$ cat src/rtl/gc_pkg.sv
// Shared types and constants for the garbled-circuit gate scheduler.
package gc_pkg;

  localparam int          CONST_OFS  = 2;
  localparam logic [3:0]  XOR_LOGIC  = 4'b0110;
  localparam logic [3:0]  XNOR_LOGIC = 4'b1001;
  // Wire-index width the gate descriptor is packed with; the scheduler's WA must match.
  localparam int          GC_WA      = 10;

  typedef enum logic [2:0] {
    IDLE = 3'd0,
    FG   = 3'd1,
    FL   = 3'd2,
    EV   = 3'd3,
    WB   = 3'd4,
    TX   = 3'd5,
    DONE = 3'd6
  } state_t;

  typedef struct packed {
    logic [GC_WA-1:0] in0_idx;
    logic [GC_WA-1:0] in1_idx;
    logic [3:0]       g_logic;
  } gate_desc_t;

  function automatic logic is_free_gate(input logic [3:0] g_logic);
    return (g_logic == XOR_LOGIC) || (g_logic == XNOR_LOGIC);
  endfunction

endpackage

$ cat src/rtl/gc_gate_sched.sv
// Walks a garbled-circuit netlist one gate at a time around an external GC_engine.
// Build option GC_FREE_XOR_EN: XOR/XNOR gates write their label but stream no table.
//
// state | meaning
// IDLE  | waiting for start
// FG    | gate descriptor read address out
// FL    | descriptor back; input label reads issued
// EV    | input labels registered onto the engine
// WB    | engine result written to label RAM; table captured
// TX    | table offered on the stream until accepted
// DONE  | one-cycle completion pulse
module gc_gate_sched
  import gc_pkg::*;
#(
  parameter int K  = 128,
  parameter int S  = 20,
  parameter int WA = GC_WA,
  parameter int GA = 10
) (
  input  logic              clk,
  input  logic              rst_n,
  input  logic              start,
  input  logic [GA-1:0]     num_gates,
  input  logic [WA-1:0]     num_in,
  input  logic [S-1:0]      cid_in,
  output logic              busy,
  output logic              done,
  output logic [GA-1:0]     gate_raddr,
  input  logic [2*WA+3:0]   gate_rdata,
  output logic [WA-1:0]     lbl_raddr0,
  output logic [WA-1:0]     lbl_raddr1,
  input  logic [K-1:0]      lbl_rdata0,
  input  logic [K-1:0]      lbl_rdata1,
  output logic              lbl_we,
  output logic [WA-1:0]     lbl_waddr,
  output logic [K-1:0]      lbl_wdata,
  output logic [S-1:0]      eng_cid,
  output logic [S-1:0]      eng_gid,
  output logic [3:0]        eng_g_logic,
  output logic [K-1:0]      eng_in0_label,
  output logic [K-1:0]      eng_in1_label,
  input  logic [K-1:0]      eng_t0,
  input  logic [K-1:0]      eng_t1,
  input  logic [K-1:0]      eng_out_label,
  output logic              tbl_valid,
  input  logic              tbl_ready,
  output logic [K-1:0]      tbl_t0,
  output logic [K-1:0]      tbl_t1,
  output logic [GA-1:0]     tbl_gid
);

`ifdef GC_FREE_XOR_EN
  localparam logic FREE_XOR = 1'b1;
`else
  localparam logic FREE_XOR = 1'b0;
`endif

  state_t            state_q, state_d;
  logic [GA-1:0]     g_q, g_d;
  logic [GA-1:0]     num_gates_q, num_gates_d;
  logic [WA-1:0]     num_in_q, num_in_d;
  logic [S-1:0]      cid_q, cid_d;
  logic [3:0]        logic_q, logic_d;
  logic [K-1:0]      eng_in0_q, eng_in0_d;
  logic [K-1:0]      eng_in1_q, eng_in1_d;
  logic [3:0]        eng_logic_q, eng_logic_d;
  logic [S-1:0]      eng_gid_q, eng_gid_d;
  logic [K-1:0]      tbl_t0_q, tbl_t0_d;
  logic [K-1:0]      tbl_t1_q, tbl_t1_d;
  logic [GA-1:0]     tbl_gid_q, tbl_gid_d;
  logic              tbl_valid_q, tbl_valid_d;

  gate_desc_t        rd_desc;
  logic              last_gate;
  logic              skip_tbl;

  assign rd_desc   = gate_desc_t'(gate_rdata);
  assign last_gate = (g_q == num_gates_q - GA'(1));
  assign skip_tbl  = FREE_XOR && is_free_gate(eng_logic_q);

  always_comb begin
    state_d     = state_q;
    g_d         = g_q;
    num_gates_d = num_gates_q;
    num_in_d    = num_in_q;
    cid_d       = cid_q;
    logic_d     = logic_q;
    eng_in0_d   = eng_in0_q;
    eng_in1_d   = eng_in1_q;
    eng_logic_d = eng_logic_q;
    eng_gid_d   = eng_gid_q;
    tbl_t0_d    = tbl_t0_q;
    tbl_t1_d    = tbl_t1_q;
    tbl_gid_d   = tbl_gid_q;
    tbl_valid_d = tbl_valid_q;
    gate_raddr  = '0;
    lbl_raddr0  = '0;
    lbl_raddr1  = '0;
    lbl_we      = 1'b0;
    lbl_waddr   = '0;
    lbl_wdata   = '0;

    case (state_q)
      IDLE: begin
        if (start) begin
          if (num_gates != '0) begin
            num_gates_d = num_gates;
            num_in_d    = num_in;
            cid_d       = cid_in;
            g_d         = '0;
            state_d     = FG;
          end else begin
            state_d = DONE;
          end
        end
      end
      FG: begin
        gate_raddr = g_q;
        state_d    = FL;
      end
      FL: begin
        logic_d    = rd_desc.g_logic;
        lbl_raddr0 = rd_desc.in0_idx + WA'(CONST_OFS);
        lbl_raddr1 = rd_desc.in1_idx + WA'(CONST_OFS);
        state_d    = EV;
      end
      EV: begin
        eng_in0_d   = lbl_rdata0;
        eng_in1_d   = lbl_rdata1;
        eng_logic_d = logic_q;
        eng_gid_d   = S'(g_q);
        state_d     = WB;
      end
      WB: begin
        lbl_we    = 1'b1;
        lbl_waddr = WA'(CONST_OFS) + num_in_q + WA'(g_q);
        lbl_wdata = eng_out_label;
        if (skip_tbl) begin
          // Free gates skip the stream entirely and move straight on.
          if (last_gate) begin
            state_d = DONE;
          end else begin
            g_d     = g_q + GA'(1);
            state_d = FG;
          end
        end else begin
          tbl_t0_d    = eng_t0;
          tbl_t1_d    = eng_t1;
          tbl_gid_d   = g_q;
          tbl_valid_d = 1'b1;
          state_d     = TX;
        end
      end
      TX: begin
        if (tbl_ready) begin
          tbl_valid_d = 1'b0;
          if (last_gate) begin
            state_d = DONE;
          end else begin
            g_d     = g_q + GA'(1);
            state_d = FG;
          end
        end
      end
      DONE: begin
        state_d = IDLE;
      end
      default: begin
        state_d = IDLE;
      end
    endcase
  end

  always_ff @(posedge clk or negedge rst_n) begin
    if (!rst_n) begin
      state_q     <= IDLE;
      g_q         <= '0;
      num_gates_q <= '0;
      num_in_q    <= '0;
      cid_q       <= '0;
      logic_q     <= '0;
      eng_in0_q   <= '0;
      eng_in1_q   <= '0;
      eng_logic_q <= '0;
      eng_gid_q   <= '0;
      tbl_t0_q    <= '0;
      tbl_t1_q    <= '0;
      tbl_gid_q   <= '0;
      tbl_valid_q <= 1'b0;
    end else begin
      state_q     <= state_d;
      g_q         <= g_d;
      num_gates_q <= num_gates_d;
      num_in_q    <= num_in_d;
      cid_q       <= cid_d;
      logic_q     <= logic_d;
      eng_in0_q   <= eng_in0_d;
      eng_in1_q   <= eng_in1_d;
      eng_logic_q <= eng_logic_d;
      eng_gid_q   <= eng_gid_d;
      tbl_t0_q    <= tbl_t0_d;
      tbl_t1_q    <= tbl_t1_d;
      tbl_gid_q   <= tbl_gid_d;
      tbl_valid_q <= tbl_valid_d;
    end
  end

  assign busy          = (state_q != IDLE);
  assign done          = (state_q == DONE);
  assign eng_cid       = cid_q;
  assign eng_gid       = eng_gid_q;
  assign eng_g_logic   = eng_logic_q;
  assign eng_in0_label = eng_in0_q;
  assign eng_in1_label = eng_in1_q;
  assign tbl_valid     = tbl_valid_q;
  assign tbl_t0        = tbl_t0_q;
  assign tbl_t1        = tbl_t1_q;
  assign tbl_gid       = tbl_gid_q;

endmodule
$ cat config.mk
export PLATFORM = sky130hd
export DESIGN_NAME = gc_gate_sched
export DESIGN_NICKNAME = d
export VERILOG_FILES = /design/src/rtl/gc_pkg.sv /design/src/rtl/gc_gate_sched.sv
export SDC_FILE = /design/constraint.sdc
export NUM_CORES = 1
export LEC_CHECK = 0
export CAP_MARGIN = 0
export CELL_PAD_IN_SITES_DETAIL_PLACEMENT = 1
export CELL_PAD_IN_SITES_GLOBAL_PLACEMENT = 2
export CORE_AREA = 2 2 559 561
export CTS_CLUSTER_DIAMETER = 50
export CTS_CLUSTER_SIZE = 14
export DETAILED_ROUTE_END_ITERATION = 10
export DIE_AREA = 0 0 561 563
export GPL_TIMING_DRIVEN = 0
export PLACE_DENSITY_LB_ADDON = 0.05
export SETUP_SLACK_MARGIN = 0.1
export SLEW_MARGIN = 20
export SYNTH_ARGS = -nofsm -noshare
export SYNTH_HDL_FRONTEND = slang
export SYNTH_SLANG_ARGS = --single-unit
$ cat constraint.sdc
create_clock -name clk -period 4.4 [get_ports clk]
set_clock_uncertainty 0.2 [all_clocks]
set_input_delay 0.44 -clock clk [delete_from_list [all_inputs] [get_ports clk]]
set_output_delay 0.44 -clock clk [all_outputs]
set_load 0.005 [all_outputs]
## Word-level counts from Yosys, hierarchy flattened

Cells that the tools add are included.

- Eq/ne operators: 11
- Reduce and logical (&&, ||, !) cells: 9
- Mux-type cells: 18
- Add/sub/neg operators: 6

Operators by type and width:

| kind | count |
|---|---|
| 2-to-1 mux 128 bit | 1 |
| 2-to-1 mux 10 bit | 8 |
| adder 10 x 2 -> 10 bit, second input constant | 2 |
| one-hot mux 10 bit (2 select lines) | 1 |
| one-hot mux 3 bit (6 select lines) | 1 |
| 2-to-1 mux 3 bit | 4 |
| adder 10 x 1 -> 10 bit, second input constant | 1 |
| adder 10 bit | 1 |
| adder 2 x 10 -> 10 bit, first input constant | 1 |
| == test 10 bit | 1 |
| nonzero test 10 bit | 1 |
| subtractor 10 x 1 -> 10 bit, second input constant | 1 |
| == test 3 bit, second input constant | 3 |
| != test 2 bit, second input constant | 4 |
| == test 3 x 2 -> 1 bit, second input constant | 2 |
| AND reduction 5 bit | 1 |
| AND reduction 2 bit | 2 |
| nonzero test 2 bit | 2 |
| == test 3 x 1 -> 1 bit, second input constant | 1 |
| logical NOT 3 bit | 1 |
| AND reduction 3 bit | 1 |
| nonzero test 3 bit | 1 |
| 2-to-1 mux 1 bit | 2 |
| one-hot mux 1 bit (2 select lines) | 1 |

- Word-level logic and storage cells: 58
- Output and inout bits: 738
- Bits in registers: 594
- Bits of input ports: 708

## Logic depth before layout (Yosys ltp)

Gate-level depths: netlist of the first run.

- Word-level depth: 5
- Gate-level depth with buffers: 12
- Depth with buffers taken out: 12

## Least setup slack after synthesis of the first run

No wires, ideal clock.

- Path type: reg2out
- From: reg g_q[1]
- To: out lbl_waddr[9]
- Data arrival time: 2359 ps
- Buffers on the path: 0
- Cell stages (with the launch flop): 13
- Data required time: 3760 ps
- Slack: 1401 ps
- Cell sequence: dfrtp_1 -> inv_1 -> ha_1 -> inv_1 -> ha_1 -> fa_1 -> a21o_1 -> a21oi_1 -> o21bai_1 -> a21oi_1 -> o21ai_0 -> xnor2_1 -> nor2_1

- Longest elaborated chain between the ends: 2

Ends and longest elaborated chain:

| item | RTL line | source |
|---|---|---|
| start, declared | gc_gate_sched.sv:59 | `logic [GA-1:0] g_q, g_d;` |
| start signal, assigned | gc_gate_sched.sv:192 | `g_q <= g_d;` |
| adder 10 bit | gc_gate_sched.sv:136 | `lbl_waddr = WA'(CONST_OFS) + num_in_q + WA'(g_q);` |
| 2-to-1 mux 10 bit | gc_gate_sched.sv:103 | `case (state_q)` |
| end, declared | gc_gate_sched.sv:35 | `output logic [WA-1:0] lbl_waddr,` |

No other way between the ends.

## Worst setup path in the final report of the first run

- From: reg g_q[1]
- To: out lbl_waddr[7]

Same word-level chain as after synthesis.

==> impl_metrics.json, run 1 <==
{
  "row_count": 205,
  "gp_congestion": 0.723,
  "relSlewSlack": 0.301,
  "htreeDepth": 4,
  "start_kind": "register",
  "finalSetupTns_ns": 0,
  "root_buffer": "clkbuf_16",
  "antenna_found_initial": 115,
  "post_synth_num_cell_types": 52,
  "powerDensity_nw_per_um2": 694,
  "period_needed_ns": 4.08,
  "dpl_cell_area_um2": 44300,
  "crit_slowest_cell": "dfrtp_2",
  "overflow": 0,
  "setup_viol": 0,
  "tightest_slew_ns": 1.05,
  "slowest_delay_ns": 0.38,
  "synthArstFlopShare": 1.00,
  "layout.cells.most_common_list": "1430 x clkdlybuf4s50_1, 926 x nand2_1, 591 x dfrtp_1",
  "hpwl_um": 167000,
  "drc": 0,
  "ys.flop_type": "dfrtp_1",
  "post-place-ws_ns": -0.362,
  "hold_start": "eng_t1[49]",
  "synthSimpleGateAreaFrac": 0.199,
  "path_cells": "clkinvlp_4 -> ha_4 -> inv_2 -> ha_4 -> fa_2 -> a21o_1 -> a21oi_4 -> o21bai_4 -> a21oi_4 -> xor2_1 -> nor2_2 -> dlygate4sd2_1",
  "cts.sinks": 594,
  "hold_path_class": "in2reg",
  "reg2reg_slack_ns": 0.77,
  "finalMaxSlewViolations": 0,
  "drive_gt1_frac": 0.138,
  "first_iter_violations": 784,
  "yosys.area_share.adder": 0.0115,
  "power_leakage_nw": 23.5,
  "path_class": "reg2out",
  "ys_ff_latch": 594,
  "critPathMaxFanout": 2,
  "yosys-mux-area-fraction": 0.123,
  "dr_total_vias": 26200,
  "viasPerCell": 2.98,
  "ant_nets": 0,
  "worst_ep_arrival_time_ns": 3.44,
  "grt_usage": 0.127,
  "die_h_um": 563,
  "yosysWarningCount": 0,
  "io_pins": 1446,
  "peakVddDrop_v": 0.000290,
  "core_region_area_um2": 310000,
  "synth_area_um2": 24500,
  "syn_avg_cell_area_um2": 10.5,
  "synthCells": 2330,
  "start_util": 0.0790,
  "port_buffers": 1435,
  "clk_latency_ns": 0.79,
  "synth-seq-area-share": 0.606,
  "wl_per_cell_um": 23.3,
  "hold_violations": 0,
  "layout_commonest_cell": "clkdlybuf4s50_1",
  "nets": 5209,
  "fmaxAchievable_ghz": 0.245,
  "grt_max_degree": 95,
  "synth_xor_area_frac": 0.0118,
  "dieArea_um2": 316000,
  "area_delta_synth_final_pct": 128,
  "synth_compound_area_frac": 0.0192,
  "status": "finished clean",
  "total_power_w": 0.0388,
  "timing.rr.start": "num_gates_q[0]",
  "clk_pin_slew_worst_paths_ns": 0.04,
  "totalWireLength_um": 205000,
  "tritoncts": "built",
  "fin_crit_sh": 0.927,
  "grt_pass1_vias": 30200,
  "drtPass1Iterations": 4,
  "hold-worst-slack_ns": 0.0905,
  "fin_ws_ns": 0.323,
  "maxCapViolations": 0,
  "synth_top_family_by_area": "simple AND/OR/NAND/NOR gates",
  "synth_edf_count": 0,
  "cts_buffers": 178,
  "fillers": 35500,
  "rsz0062_at_grt": "yes",
  "cts_buffer_depth": 4,
  "grt_pass1_wl_um": 274000,
  "cp-end-kind": "output port",
  "dieWidth_um": 561,
  "worstSetupStartpoint": "g_q[1]",
  "crit_required_ns": 3.76,
  "design_area_um2": 55800
}
==> Yosys cell counts (11+ instances only) <==
| library cell | instances | share of area |
|---|---|---|
| ha_1 | 21 | 0.011 |
| and2_1 | 11 | 0.0028 |
| o21ai_0 | 12 | 0.0024 |
| inv_1 | 21 | 0.0032 |
| nand2_1 | 926 | 0.14 |
| and3_1 | 143 | 0.036 |
| mux2_2 | 267 | 0.12 |
| a21oi_1 | 11 | 0.0022 |
| clkbuf_1 | 138 | 0.021 |
| dfrtp_1 | 594 | 0.61 |
| o21ai_1 | 15 | 0.0031 |
| nor2_1 | 38 | 0.0058 |
| nand3_1 | 16 | 0.0033 |
| xor2_1 | 14 | 0.0050 |
| xnor2_1 | 19 | 0.0068 |
==> repair_timing <==
item,CTS,global route
buffers inserted,4,1
hold endpoints to repair,704,0
hold buffers,515,0
setup endpoints to repair,204,10
gates resized for setup,41,17
pin swaps,4,11
==> worst paths after layout <==
check,to,depth (start not counted)
setup / recovery,lbl_waddr[7],12
hold / removal,tbl_t1[49],3
setup reg to reg,g_q[2],10
hold reg to reg,tbl_t1[123],2
max in group asynchronous,eng_in0_label[49],6
min in group asynchronous,tbl_t1[51],4
==> power by group <==
group | internal, W | switching, W
Sequential | 0.00823 | 0.00148
Combinational | 0.00810 | 0.00761
Clock | 0.00910 | 0.00424
Total | 0.0254 | 0.0133
==> layout make-up <==
class	instances	area, um^2	area share
Timing Repair Buffer	1962	19800	0.354
Sequential cell	594	14900	0.266
Multi-Input combinational cell	1571	9100	0.163
Tap cell	4140	5180	0.0928
Clock buffer	239	5120	0.0916
Clock inverter	82	956	0.0171
Buffer	150	649	0.0116
Antenna cell	46	115	0.00206
Inverter	22	88.8	0.00159
==> kinds of logic after synthesis <==
| family | after synthesis |
|---|---|
| mux | 269 |
| fa+ha+maj | 22 |
| buf+inv | 174 |
| simple gates | 1168 |
| xor+xnor | 33 |
| flops | 594 |
| compound gates | 69 |
| other cells | 1 |
==> state kept, by name (all words and copies together), names as in the netlist <==
| signal | cells |
|---|---|
| state_q | 3 |
| eng_cid | 20 |
| eng_in0_label | 128 |
| eng_gid | 10 |
| num_in_q | 10 |
| tbl_t1 | 128 |
| tbl_gid | 10 |
| logic_q | 4 |
| tbl_t0 | 128 |
| eng_in1_label | 128 |
| eng_g_logic | 4 |
| num_gates_q | 10 |
| g_q | 10 |
| tbl_valid | 1 |
==> critical path: cells and delay by family, from the launching register on <==
| kind | cells | cell delay [ns] |
|---|---|---|
| AO/OA/AOI/OAI | 4 | 0.75 |
| flip-flops | 1 | 0.38 |
| buffers and inverters | 3 | 0.45 |
| XOR/XNOR | 1 | 0.19 |
| AND/OR/NAND/NOR | 1 | 0.07 |
| adder cells (fa/ha/maj) | 3 | 0.81 |
==> per-stage QoR <==
| stage | utilization | std cells |
|---|---|---|
| 2_1_floorplan | - | 2339 |
| 3_3_place_gp | 0.142 | 7914 |
| 3_5_place_dp | 0.143 | 7921 |
| 4_1_cts | 0.179 | 8759 |
| 5_1_grt | 0.180 | 8788 |
| 6_report | 0.180 | 8806 |
==> layer usage <==
layer  wire length, um  vias to the layer above  part of all wire  track usage
met2            109000                     1197              0.53        0.242
li1                  -                    12000                 -            -
met3             19000                      375             0.093       0.0533
met5               410                        -            0.0020            0
met1             69500                    12600              0.34        0.122
met4              6960                       64             0.034       0.0392
No activity file was read; power rests on OpenSTA's default activity.
==> run 2: changes to the inputs <==
--- a/config.mk
+++ b/config.mk
@@ -15,7 +15,7 @@
 export DIE_AREA = 0 0 561 563
 export GPL_TIMING_DRIVEN = 0
 export PLACE_DENSITY_LB_ADDON = 0.05
-export SETUP_SLACK_MARGIN = 0.1
+export SETUP_SLACK_MARGIN = 0.05
 export SLEW_MARGIN = 20
 export SYNTH_ARGS = -nofsm -noshare
 export SYNTH_HDL_FRONTEND = slang
==> run 2 against run 1 <==
Non-clock buffer count shrank 1; routed wire length is essentially flat; largest cell class unchanged; final area shrank 0.13%; critical endpoint unchanged.
==> impl_metrics.json, run 2 (same netlist as run 1, synthesis figures left out) <==
{
  "core_region_area_um2": 310000,
  "reg2regPathDepth": 10,
  "viasPerCell": 2.98,
  "pwr-share-seq": 0.251,
  "drtPass1Iterations": 4,
  "pwr-share-clk": 0.345,
  "totalWireLength_um": 205000,
  "dieArea_um2": 316000,
  "overflow": 0,
  "clk_latency_ns": 0.79,
  "gp_congestion": 0.723,
  "grt_usage": 0.127,
  "powerDensity_nw_per_um2": 694,
  "cts_buffer_depth": 4,
  "min_to": "tbl_t1[49]",
  "tritoncts": "built",
  "fin_crit_sh": 0.932,
  "p_int_w": 0.0254,
  "cp-end-kind": "output port",
  "dieWidth_um": 561,
  "cts.sinks": 594,
  "total_power_w": 0.0387,
  "maxCapViolations": 0,
  "wl_per_cell_um": 23.3,
  "tightest_slew_ns": 0.999,
  "hpwl_um": 167000,
  "critPathMaxFanout": 2,
  "root_buffer": "clkbuf_16",
  "start_kind": "register",
  "peakVddDrop_v": 0.000289,
  "hold-path-cell-count": 3,
  "area_delta_synth_final_pct": 127,
  "path_class": "reg2out",
  "timing.rr.start": "num_gates_q[0]",
  "grt_pass1_vias": 30200,
  "grt_pass1_wl_um": 274000,
  "p_switching_w": 0.0133,
  "status": "finished clean",
  "relSlewSlack": 0.334,
  "combPwrFrac": 0.404,
  "grt_max_degree": 95,
  "clk_pin_slew_worst_paths_ns": 0.04,
  "setup_viol": 0,
  "hold_violations": 0,
  "drc": 0,
  "sw_frac_of_total": 0.344,
  "nets": 5208,
  "layout_commonest_cell": "clkdlybuf4s50_1",
  "finish.utilization": 0.180,
  "r2r-end": "g_q[2]",
  "port_buffers": 1435,
  "power_leakage_nw": 23.5,
  "crit_required_ns": 3.76,
  "drive_gt1_frac": 0.136,
  "io_pins": 1446,
  "worst_ep_arrival_time_ns": 3.46,
  "cts_buffers": 178,
  "period_needed_ns": 4.10,
  "layout.cells.most_common_list": "1432 x clkdlybuf4s50_1, 926 x nand2_1, 591 x dfrtp_1",
  "die_h_um": 563,
  "ant_nets": 0,
  "dr_total_vias": 26200,
  "row_count": 205,
  "hold_path_class": "in2reg",
  "finalMaxSlewViolations": 0,
  "first_iter_violations": 809,
  "fmaxAchievable_ghz": 0.244,
  "rsz0062_at_grt": "no",
  "hold_start": "eng_t1[49]",
  "start_util": 0.0790,
  "reg2reg_slack_ns": 0.76,
  "htreeDepth": 4,
  "antenna_found_initial": 115
}
run 2: worst max path at each step:
| stage | from | cells past startpoint | to |
|---|---|---|---|
| 6_report | g_q[1] | 12 | lbl_waddr[7] |
| 5_1_grt | state_q[1] | 6 | lbl_wdata[123] |
| 4_1_cts | g_q[4] | 9 | lbl_waddr[8] |
| 3_5_place_dp | state_q[1] | 8 | tbl_t1[49] |
| 3_3_place_gp | rst_n | 1 | eng_in0_label[94] |
| 2_1_floorplan | g_q[1] | 12 | lbl_waddr[9] |
run 2: routing by layer:
metal  global-route usage  up-vias  part of all wire
li1                     -    12000                 -
met1                0.122    12600              0.34
met2                0.242     1194              0.53
met3               0.0533      377             0.093
met4               0.0392       64             0.034
met5                    0        -            0.0020
run 2: what timing repair did:
item / 4_1_cts / 5_1_grt
pin swaps: 4 / 5
gates resized for setup: 35 / 6
hold endpoints to repair: 704 / 0
buffers inserted: 4 / 0
gates cloned: 0 / 0
hold buffers: 515 / 0
endpoints found under the setup margin: 157 / 6
run 2: critical path, cell delays in order, from the launching register on:
cell,delay (ns)
dfrtp_2,0.38
clkinvlp_4,0.12
ha_1,0.29
inv_1,0.05
ha_1,0.22
fa_2,0.36
a21o_1,0.21
a21oi_4,0.20
o21bai_2,0.09
a21oi_2,0.20
xor2_1,0.19
nor2_2,0.07
dlygate4sd2_1,0.28
run 2: stage by stage:
stage	instances	instance area, um^2	hold slack [ns]	setup TNS (ns)	setup slack (ns)
CTS	8759	55600	0.00239	0	0.0647
global placement	7914	44100	0.259	-	-34.62
global route	8787	55700	0.0358	0	0.0476
detailed placement	7921	44300	0.0863	-3.35	-0.362
finish	8804	55800	0.0908	0	0.301
floorplan	2339	24500	-0.0556	0	1.40
run 2: area by class of cell:
class                      count  area [um^2]
antenna                       45          113
tap                         4140         5180
clock inverter                82          956
sequential                   594        14900
clock buffer                 239         5120
timing repair buffer        1961        19800
fill                       35500       255000
multi-input combinational   1571         9050
buffer                       150          634
inverter                      22         88.8
run 2: power by group through the flow:
stage	Combinational, W	Clock [W]	Sequential (W)
2_1_floorplan	0.00461	0	0.00980
3_3_place_gp	0.0159	0	0.00991
3_5_place_dp	0.0158	0	0.00984
4_1_cts	0.0165	0.0139	0.00978
5_1_grt	0.0171	0.0142	0.0101
6_report	0.0157	0.0133	0.00971
==> run 3: changes to the inputs <==
--- a/config.mk
+++ b/config.mk
@@ -5,15 +5,15 @@
 export SDC_FILE = /design/constraint.sdc
 export NUM_CORES = 1
 export LEC_CHECK = 0
-export CAP_MARGIN = 0
-export CELL_PAD_IN_SITES_DETAIL_PLACEMENT = 1
-export CELL_PAD_IN_SITES_GLOBAL_PLACEMENT = 2
-export CORE_AREA = 2 2 559 561
+export CELL_PAD_IN_SITES_DETAIL_PLACEMENT = 0
+export CELL_PAD_IN_SITES_GLOBAL_PLACEMENT = 1
+export CORE_AREA = 2 2 568 570
 export CTS_CLUSTER_DIAMETER = 50
 export CTS_CLUSTER_SIZE = 14
 export DETAILED_ROUTE_END_ITERATION = 10
-export DIE_AREA = 0 0 561 563
+export DIE_AREA = 0 0 570 572
 export GPL_TIMING_DRIVEN = 0
+export HOLD_SLACK_MARGIN = 0.03
 export PLACE_DENSITY_LB_ADDON = 0.05
 export SETUP_SLACK_MARGIN = 0.05
 export SLEW_MARGIN = 20
==> run 3 against run 2 <==
Clock power about the same; routed wire length decreased by 0.13%; setup slack got worse by 0.053 ns; largest cell class unchanged; critical endpoint is now lbl_waddr[5]; fmax decreased by 1.3%; clock-buffer cell count increased by 28.
==> impl_metrics.json, run 3 (same netlist as run 1, synthesis figures left out) <==
{
  "status": "finished clean",
  "viasPerCell": 2.91,
  "hold-worst-slack_ns": 0.101,
  "fin_cells": 8891,
  "area_delta_synth_final_pct": 129,
  "start_util": 0.0766,
  "fin_crit_sh": 0.944,
  "worstSetupStartpoint": "g_q[1]",
  "hold_violations": 0,
  "wl_per_cell_um": 23.0,
  "dr_total_vias": 25900,
  "gp_congestion": 0.721,
  "cts_buffer_depth": 4,
  "clk_latency_ns": 0.82,
  "peakVddDrop_v": 0.000323,
  "drtPass1Iterations": 4,
  "antenna_found_initial": 97,
  "finish.utilization": 0.175,
  "powerDensity_nw_per_um2": 693,
  "dieWidth_um": 570,
  "crit_required_ns": 3.76,
  "cp-end-kind": "output port",
  "rsz0062_at_grt": "no",
  "hold-path-cell-count": 3,
  "cts.sinks": 594,
  "tritoncts": "built",
  "seq_area_um2": 14900,
  "critPathMaxFanout": 3,
  "grt_max_degree": 98,
  "drc": 0,
  "hold_path_class": "in2reg",
  "maxCapViolations": 0,
  "htreeDepth": 4,
  "start_kind": "register",
  "reg2regPathDepth": 7,
  "finalMaxSlewViolations": 0,
  "post-place-ws_ns": -0.223,
  "fmaxAchievable_ghz": 0.241,
  "hpwl_um": 168000,
  "clk_pin_slew_worst_paths_ns": 0.04,
  "drive_gt1_frac": 0.132,
  "io_pins": 1446,
  "port_buffers": 1435,
  "path_class": "reg2out",
  "grt_pass1_vias": 28700,
  "overflow": 0,
  "totalWireLength_um": 205000,
  "timing.rr.start": "state_q[2]",
  "layout.cells.most_common_list": "1431 x clkdlybuf4s50_1, 925 x nand2_1, 592 x dfrtp_1",
  "nets": 5225,
  "ant_nets": 0,
  "multi_input_area_um2": 9020,
  "fillers": 35700,
  "dieArea_um2": 326000,
  "core_region_area_um2": 320000,
  "row_count": 208,
  "layout_commonest_cell": "clkdlybuf4s50_1",
  "relSlewSlack": 0.363,
  "setup_viol": 0,
  "grt_usage": 0.121,
  "root_buffer": "clkbuf_16",
  "power_leakage_nw": 23.5,
  "worst_ep_arrival_time_ns": 3.51,
  "cts_buffers": 182,
  "place_inst": 7982,
  "tightest_slew_ns": 0.956,
  "period_needed_ns": 4.15,
  "hold_start": "num_gates[4]",
  "first_iter_violations": 670,
  "fin_ws_ns": 0.248,
  "die_h_um": 572,
  "grt_pass1_wl_um": 268000
}
[run 3: worst max-delay path: stages, from the launching register on]
cell             delay [ns]
dfrtp_2                0.42
inv_4                  0.08
ha_1                   0.30
inv_1                  0.04
ha_1                   0.22
fa_2                   0.37
a21o_1                 0.18
a21oi_2                0.17
buf_4                  0.13
xnor2_1                0.05
nor2_1                 0.17
clkdlybuf4s50_1        0.58
[run 3: report_power, final]
part	leakage, nW	switching [W]	internal, W	total [W]
clock	3.06	0.00423	0.00925	0.0135
combinational	13.3	0.00758	0.00808	0.0157
sequential	7.15	0.00152	0.00823	0.00974
[run 3: final timing paths]
check / endpoint / slack, ns
worst max-delay path: lbl_waddr[5] / 0.25
worst min-delay path: num_gates_q[4] / 0.10
worst max register to register: eng_in1_label[114] / 0.92
worst min register to register: eng_cid[12] / 0.27
max in group asynchronous: tbl_t0[87] / 1.70
min in group asynchronous: tbl_t1[54] / 0.59
[run 3: through the flow]
| stage | cell area [um^2] | TNS, ns | power [W] |
|---|---|---|---|
| floorplan | 24500 | 0 | 0.0144 |
| global placement | 44200 | - | 0.0261 |
| detailed placement | 44400 | -0.264 | 0.0259 |
| CTS | 55900 | 0 | 0.0405 |
| global route | 56000 | 0 | 0.0415 |
| finish | 56100 | 0 | 0.0389 |
[run 3: area by class of cell]
class / instances / share of cell area
diodes: 55 / 0.00245
flip-flops and latches: 594 / 0.265
plain buffers: 150 / 0.0113
clock inverters: 58 / 0.0139
inverters: 22 / 0.00152
clock buffers: 267 / 0.0963
multi-input cells: 1571 / 0.161
repair buffers: 1974 / 0.355
well taps: 4200 / 0.0937
[run 3: per-layer routing]
metal / part of all wire / GRT usage
met1: 0.33 / 0.113
met2: 0.56 / 0.243
met3: 0.087 / 0.0461
met4: 0.024 / 0.0302
met5: 0.00086 / 0
[run 3: what timing repair did]
| item | in CTS | in global routing |
|---|---|---|
| pin swaps | 2 | 3 |
| setup endpoints to repair | 123 | 1 |
| hold buffers | 529 | 0 |
| hold endpoints to repair | 743 | 0 |
| setup buffers | 1 | 1 |
| resized for setup | 26 | 1 |
